$ cat src/rtl/hol_pkg.sv
// Shared constants and encodings for the game datapath: RNG width, arbiter
// state encoding, and LED/state constants used by the game FSM.
package hol_pkg;

  localparam int RAND_W = 8;

  typedef enum logic [1:0] {
    IDLE    = 2'd0,
    STIR    = 2'd1,
    DELIVER = 2'd2
  } rng_arb_state_t;

  localparam int          LED_W    = 8;
  localparam logic [7:0]  LED_OFF  = 8'h00;
  localparam logic [7:0]  LED_WIN  = 8'hFF;
  localparam logic [7:0]  LED_LOSE = 8'h0F;
  localparam logic [7:0]  LED_TIE  = 8'h3C;

  localparam logic [2:0]  GAME_ST_IDLE   = 3'd0;
  localparam logic [2:0]  GAME_ST_DEAL   = 3'd1;
  localparam logic [2:0]  GAME_ST_GUESS  = 3'd2;
  localparam logic [2:0]  GAME_ST_REVEAL = 3'd3;
  localparam logic [2:0]  GAME_ST_RESULT = 3'd4;

endpackage

$ cat src/rtl/rr_pick.sv
// Combinational round-robin picker: first set req bit after last_idx, wrapping.
module rr_pick #(
  parameter int NUM_REQ = 2,
  parameter int IW      = $clog2(NUM_REQ)
) (
  input  logic [NUM_REQ-1:0] req,
  input  logic [IW-1:0]      last_idx,
  output logic [NUM_REQ-1:0] win,
  output logic [IW-1:0]      win_idx,
  output logic               any
);

  logic [IW:0] pos;

  always_comb begin
    win     = '0;
    win_idx = '0;
    any     = 1'b0;
    pos     = '0;
    // Offsets 1..NUM_REQ visit every requester once, ending on last_idx itself.
    for (int unsigned i = 1; i <= NUM_REQ; i++) begin
      pos = {1'b0, last_idx} + (IW+1)'(i);
      if (pos >= (IW+1)'(NUM_REQ))
        pos = pos - (IW+1)'(NUM_REQ);
      if (!any && req[pos[IW-1:0]]) begin
        any                 = 1'b1;
        win[pos[IW-1:0]]    = 1'b1;
        win_idx             = pos[IW-1:0];
      end
    end
  end

endmodule

$ cat src/rtl/rng_arbiter.sv
// Round-robin arbiter sharing one rand_num_gen: stirs the RNG a fixed number
// of cycles per grant, then delivers one registered value with a valid pulse.
module rng_arbiter
  import hol_pkg::*;
#(
  parameter int NUM_REQ       = 2,
  parameter int STIR_CYCLES   = 4,
  parameter int IDLE_FREE_RUN = 1
) (
  input  logic               clk,
  input  logic               reset,
  input  logic [NUM_REQ-1:0] req,
  output logic [NUM_REQ-1:0] gnt,
  output logic [RAND_W-1:0]  rand_out,
  output logic               rand_valid,
  output logic               busy,
  output logic               rng_enb,
  input  logic [RAND_W-1:0]  rng_rand
);

  localparam int CW = $clog2(STIR_CYCLES + 1);
  localparam int IW = $clog2(NUM_REQ);

  rng_arb_state_t      state;
  logic [CW-1:0]       stir_cnt;
  logic [IW-1:0]       last_idx;
  logic [IW-1:0]       cur_idx;
  logic [NUM_REQ-1:0]  win;
  logic [IW-1:0]       win_idx;
  logic                any;

  rr_pick #(
    .NUM_REQ (NUM_REQ),
    .IW      (IW)
  ) u_pick (
    .req      (req),
    .last_idx (last_idx),
    .win      (win),
    .win_idx  (win_idx),
    .any      (any)
  );

  always_ff @(posedge clk) begin
    if (reset) begin
      state      <= IDLE;
      gnt        <= '0;
      rand_out   <= '0;
      rand_valid <= 1'b0;
      stir_cnt   <= '0;
      last_idx   <= IW'(NUM_REQ - 1);
      cur_idx    <= '0;
    end else begin
      case (state)
        IDLE: begin
          if (any) begin
            gnt      <= win;
            cur_idx  <= win_idx;
            stir_cnt <= CW'(STIR_CYCLES - 1);
            state    <= STIR;
          end
        end
        STIR: begin
          if (stir_cnt != '0) begin
            stir_cnt <= stir_cnt - 1'b1;
          end else begin
            rand_out   <= rng_rand;
            rand_valid <= 1'b1;
            state      <= DELIVER;
          end
        end
        DELIVER: begin
          gnt        <= '0;
          rand_valid <= 1'b0;
          last_idx   <= cur_idx;
          state      <= IDLE;
        end
        default: begin
          gnt        <= '0;
          rand_valid <= 1'b0;
          state      <= IDLE;
        end
      endcase
    end
  end

  always_comb begin
    rng_enb = 1'b0;
    case (state)
      IDLE:    rng_enb = (IDLE_FREE_RUN != 0);
      STIR:    rng_enb = 1'b1;
      default: rng_enb = 1'b0;
    endcase
  end

  assign busy = (state != IDLE);

endmodule
$ cat config.mk
export PLATFORM = sky130hd
export DESIGN_NAME = rng_arbiter
export DESIGN_NICKNAME = d
export VERILOG_FILES = /design/src/rtl/hol_pkg.sv /design/src/rtl/rr_pick.sv /design/src/rtl/rng_arbiter.sv
export SDC_FILE = /design/constraint.sdc
export NUM_CORES = 1
export LEC_CHECK = 0
export CAP_MARGIN = 20
export CORE_MARGIN = 3
export CORE_UTILIZATION = 30
export DETAILED_ROUTE_END_ITERATION = 10
export PLACE_DENSITY = 0.66
export REMOVE_ABC_BUFFERS = 1
export SLEW_MARGIN = 10
export SYNTH_ARGS = -nofsm -noshare
export SYNTH_HDL_FRONTEND = slang
export SYNTH_SLANG_ARGS = --single-unit
$ cat constraint.sdc
create_clock -name clk -period 2.2 [get_ports clk]
set_input_delay 0.44 -clock clk [delete_from_list [all_inputs] [get_ports clk]]
set_output_delay 0.44 -clock clk [all_outputs]
set_load 0.01 [all_outputs]
==> impl_metrics.toml, run 1 <==
[floorplan]
die_w_um = 57.1
start_util_pct = 33.5
die_h_um = 57.1
coreArea_mm2 = 0.00234
num_rows = 17
die_area_mm2 = 0.00326
boundaryPins = 25

[min_path]
hold_end = "rand_out[5]"
holdCritStartpoint = "rand_out[5]"
hp-class = "flop to flop"
hold_depth = 2

[critical_path]
slowest_delay_ns = 0.58
reg2reg_from = "stir_cnt[0]"
crit_fanout = 14
crit_type = "flop to output port"
reg2reg_to = "stir_cnt[0]"
cp_cell_sequence = "or2_2, clkdlybuf4s50_1"
critPathArrivalTime_ns = 1.59
critical_path_required_ns = 1.76
cpMaxStageDelayCell = "dfxtp_1"
reg2regPathDepth = 5
reg2reg_slack_ns = 0.71
startpoint = "state[1]"
start_kind = "flop"
path_delay_family = "flip-flops"
path_buf_inv = 1
end_kind = "output port"

[pwr]
p_leak_nw = 0.398
p_per_area_mw_per_mm2 = 741
peakVddDrop_uv = 345

[logic_synthesis]
yosysTopAreaCell = "dfxtp_1"
syn_inst = 90
ys_seq_area_share_pct = 46.0
synth_edf_count = 0
ys_types = 30
synth_area_per_cell_um2 = 8.70
syn_area_um2 = 783
synth_warnings = 0
synth_top_flop_cell = "dfxtp_1"
synth_area_leaders = "dfxtp_1 (46%), nand2_1 (8.1%), a21oi_1 (7.0%)"
ys_ff_latch = 18
netlist.area_leader.share_pct = 46.0
ys_async_sr_fraction_pct = 0

[sta]
fin_crit_sh_pct = 92.0
worst_slew_pin_slew_ns = 0.427
slew_headroom_pct = 71.4
rsz0062_at_grt = "no"
setup_ws_ns = 0.175
period_minus_slack_ns = 2.03
setup_tns_ns = 0
hold_viol = 0
slew_violations = 0
timing.fmax_mhz = 494
setup_viol = 0
finalClockSkew_ns = 0.00190

[global_routing]
grt_pass1_wl_um = 2760
grt_max_degree = 15
grt-ovfl-total = 0
grt_pass1_vias = 611
grt_usage_pct = 10.6
antenna_found_initial = 0

[final_layout]
nets = 128
diodes = 0
synthToLayoutAreaGrowth_pct = 35.5
fillers = 233
drive_above_1_share_pct = 7.08

[clock_network]
clk_path_buf_depth = 2
htreeDepth = 1
cts_setup_buffers = 0
path_clk_slew_ns = 0.10
clock_latency_ns = 0.29
numClockSinks = 18
cts_buffers = 3
cts_tree = "yes"
cts_hold_buffers = 0
cts_resized = 0
cts_root_buf = "clkbuf_4"

[placement]
place_ws_ns = 0.513
dp_hpwl_um = 1230
port_buffers = 24
routabilityCongestion = 0.789

[status]
status = "finished clean"

[detailed_routing]
ant_nets = 0
via_count = 709
wire_per_inst_um = 11.8
drc = 0
drt_iter0_markers = 6
firstDrtPassIters = 4
wl_um = 1660
detail_route.vias_per_cell = 5.03

[flow_run]
maxCapViolCount = 0
[report_power, final]
part	leakage, nW	switching, mW	internal [mW]
logic	0.229	0.0952	0.107
registers	0.147	0.0268	0.359
clock network	0.0210	0.0975	0.101
total	0.398	0.219	0.567
[placed cells by master, fill, tap and decap left out, drive strengths merged]
cell	n
nand3b	1
a221oi	1
a211o	1
a32oi	1
inv	5
a2bb2oi	1
nor3	4
dfxtp	18
nand2b	2
nand4	1
or4	1
or2	1
nor2b	3
a2111oi	1
ha	2
a21oi	11
buf	1
nand3	1
and4bb	1
clkdlybuf4s50	24
clkbuf	4
nor2	3
nand2	17
a31oi	1
nor4b	1
o211a	1
nand4bb	1
o21ai	4
[synthesized netlist by cell type, types with 2 or more instances]
master and number:
buf_4 3, dfxtp_1 18, nor3_1 3, nor2_1 3, nor2b_1 3, clkbuf_1 2, inv_1 5, nand2b_1 2
a21oi_1 11, ha_1 2, o21ai_0 3, nand2_1 17
[sequential cells by signal, indices dropped and copies added, names as in the netlist]
name        cells
rand_valid      1
rand_out        8
last_idx        1
cur_idx         1
gnt             2
stir_cnt        3
state           2
[worst register-to-register path, stage by stage (launching register included)]
cell and delay, ns:
dfxtp_1 0.34, inv_1 0.08, ha_1 0.25, nor2b_1 0.18, or4_1 0.41, o211a_1 0.14
[per-stage QoR]
stage / hold WS (ns) / util [%] / total power [mW] / cells / instance area, µm²
after floorplan: 0.448 / - / 0.499 / 84 / 742
after global placement: 0.440 / 43.8 / 0.591 / 137 / 1020
after detailed placement: 0.446 / 43.8 / 0.595 / 137 / 1020
after CTS: 0.461 / 45.3 / 0.798 / 141 / 1060
after global routing: 0.493 / 45.3 / 0.836 / 141 / 1060
final: 0.459 / 45.3 / 0.786 / 141 / 1060
[final cells by class]
type	count	area, µm²	share of cell area (%)
repair buffers	25	248	23.3
multi-input cells	61	363	34.2
flip-flops and latches	18	360	34.0
inverters	5	18.8	1.77
clock buffers	4	36.3	3.42
well taps	28	35.0	3.30
[logic make-up after synthesis]
family,count (synthesis),share of synthesized area [%]
compound gates,22,18.1
fa+ha+maj,2,3.19
buf+inv,11,7.67
flops,18,46.0
simple gates,37,25.1
[how the worst max path moves through the flow]
stage	to	slack (ns)	depth (start not counted)
floorplan	stir_cnt[0]	0.83	5
global placement	busy	0.53	2
detailed placement	busy	0.51	2
CTS	busy	0.18	2
global route	busy	0.06	2
finish	busy	0.17	2
[layer usage]
layer	global-route usage [%]	up-vias	wire (µm)
li1	-	357	-
met1	13.4	339	790
met2	16.5	13	797
met3	3.85	0	73
met4	3.97	0	0
met5	0	-	0
Power figures use the tool's default switching activity.
==> inputs of run 2 (changes only) <==
Settings changed: TNS_END_PERCENT from default to 10.
==> results of run 2 <==
The final DEF is identical to that of run 1; final timing and power are the same.
==> inputs of run 3 (changes only) <==
Settings changed: CORE_MARGIN 3 to 5, SETUP_SLACK_MARGIN from default to 0.1.
==> run 3 against run 2 <==
Against the previous run: flip-flop and latch count unchanged; clock power down 20%; sequential share of layout area up 0.36 points; die area up 15%; critical path depth unchanged; maximum frequency up 1.1%; routed wire length up 3.8%; non-clock buffer count unchanged; utilization down 3.0 points; combinational power about the same; via count down 4.4%; register-to-register slack about the same; critical path type unchanged; largest cell class unchanged; largest power group unchanged.
==> impl_metrics.toml, run 3 (same netlist as run 1, synthesis figures left out) <==
[status]
status = "finished clean"

[global_routing]
grt-ovfl-total = 0
grt_usage_pct = 10.2
antenna_found_initial = 0
grt_pass1_vias = 639
grt_max_degree = 15
grt_pass1_wl_um = 2800

[detailed_routing]
wl_met2_um = 832
firstDrtPassIters = 4
met3_length_um = 99
wl_met1_um = 775
wl_um = 1720
via_count = 678
ant_nets = 0
detail_route.vias_per_cell = 4.77
wire_per_inst_um = 12.1
dr.max_layer_used = "met4"
drc = 0
drt_iter0_markers = 21

[final_layout]
layout.cells.most_common = "clkdlybuf4s50_1"
nets = 128
fillers = 250
diodes = 0
largest_reg_flops = 8
max_flop_register = "rand_out"
drive_above_1_share_pct = 6.25
synthToLayoutAreaGrowth_pct = 34.0
mostFrequentLayoutCells = "clkdlybuf4s50_1 (24), dfxtp_1 (18), nand2_1 (17), a21oi_1 (11), inv_1 (5)"
top_regs = "rand_out (8), stir_cnt (3)"

[critical_path]
crit_type = "flop to output port"
reg2reg_to = "stir_cnt[0]"
critical_path_required_ns = 1.76
end_kind = "output port"
reg2regPathDepth = 5
crit_fanout = 14
reg2reg_from = "stir_cnt[0]"
reg2reg_slack_ns = 0.70
critPathArrivalTime_ns = 1.56
worstSetupEndpoint = "busy"
start_kind = "flop"
startpoint = "state[1]"

[floorplan]
die_h_um = 61.1
start_util_pct = 31.6
die_area_mm2 = 0.00373
num_rows = 18
boundaryPins = 25
coreArea_mm2 = 0.00248
die_w_um = 61.1

[sta]
rsz0062_at_grt = "no"
slew_headroom_pct = 71.2
finalClockSkew_ns = 0.0120
worst_slew_pin_slew_ns = 0.430
fin_crit_sh_pct = 91.0
setup_viol = 0
slew_violations = 0
period_minus_slack_ns = 2.00
setup_tns_ns = 0
timing.fmax_mhz = 499
hold_viol = 0

[clock_network]
clock_latency_ns = 0.29
numClockSinks = 18
path_clk_slew_ns = 0.09
clk_path_buf_depth = 2
cts_buffers = 3
cts_tree = "yes"
htreeDepth = 1
cts_setup_buffers = 0
cts_root_buf = "clkbuf_4"
cts_resized = 0
cts_hold_buffers = 0

[pwr]
p_leak_nw = 0.390
p_per_area_mw_per_mm2 = 710
power_mw = 0.745
peakVddDrop_uv = 343

[placement]
dp_hpwl_um = 1300
routabilityCongestion = 0.806
port_buffers = 24

[min_path]
hp-class = "flop to flop"
hold_depth = 2

[flow_run]
maxCapViolCount = 0
run 3: power by group:
part           total, mW  leakage (nW)  internal, mW  switching [mW]
clock              0.159        0.0138        0.0636          0.0950
sequential         0.385         0.147         0.359          0.0261
combinational      0.202         0.229         0.107          0.0949
run 3: final cells by class:
type	instances	area (µm²)	area share, %
clock buffers	3	22.5	2.15
inverters	5	18.8	1.79
multi-input cells	61	363	34.6
flip-flops and latches	18	360	34.3
well taps	30	37.5	3.58
repair buffers	25	248	23.6
run 3: worst min-delay path by stage:
stage	from	endpoint	slack, ns
finish	rand_out[5]	rand_out[5]	0.46
global route	rand_out[1]	rand_out[1]	0.49
CTS	rand_out[5]	rand_out[5]	0.46
detailed placement	rand_out[5]	rand_out[5]	0.45
global placement	rand_out[6]	rand_out[6]	0.44
floorplan	cur_idx	cur_idx	0.45
run 3: through the flow:
step | hold WS (ns) | area [µm²] | std cells | util [%] | worst slack [ns]
final | 0.458 | 1050 | 142 | 42.4 | 0.197
after global routing | 0.492 | 1050 | 142 | 42.4 | 0.104
after CTS | 0.459 | 1050 | 142 | 42.4 | 0.191
after detailed placement | 0.446 | 1030 | 139 | 41.5 | 0.513
after global placement | 0.441 | 1030 | 139 | 41.5 | 0.526
after floorplan | 0.448 | 742 | 84 | - | 0.828
run 3: layer usage:
metal / vias to the layer above / GRT usage (%)
li1: 356 / -
met1: 310 / 12.3
met2: 10 / 16.0
met3: 2 / 4.40
met4: 0 / 3.72
met5: - / 0
run 3: critical path: stages, from the launching register on:
cell and delay [ns]:
dfxtp_1 0.57, or2_2 0.19, clkdlybuf4s50_1 0.52
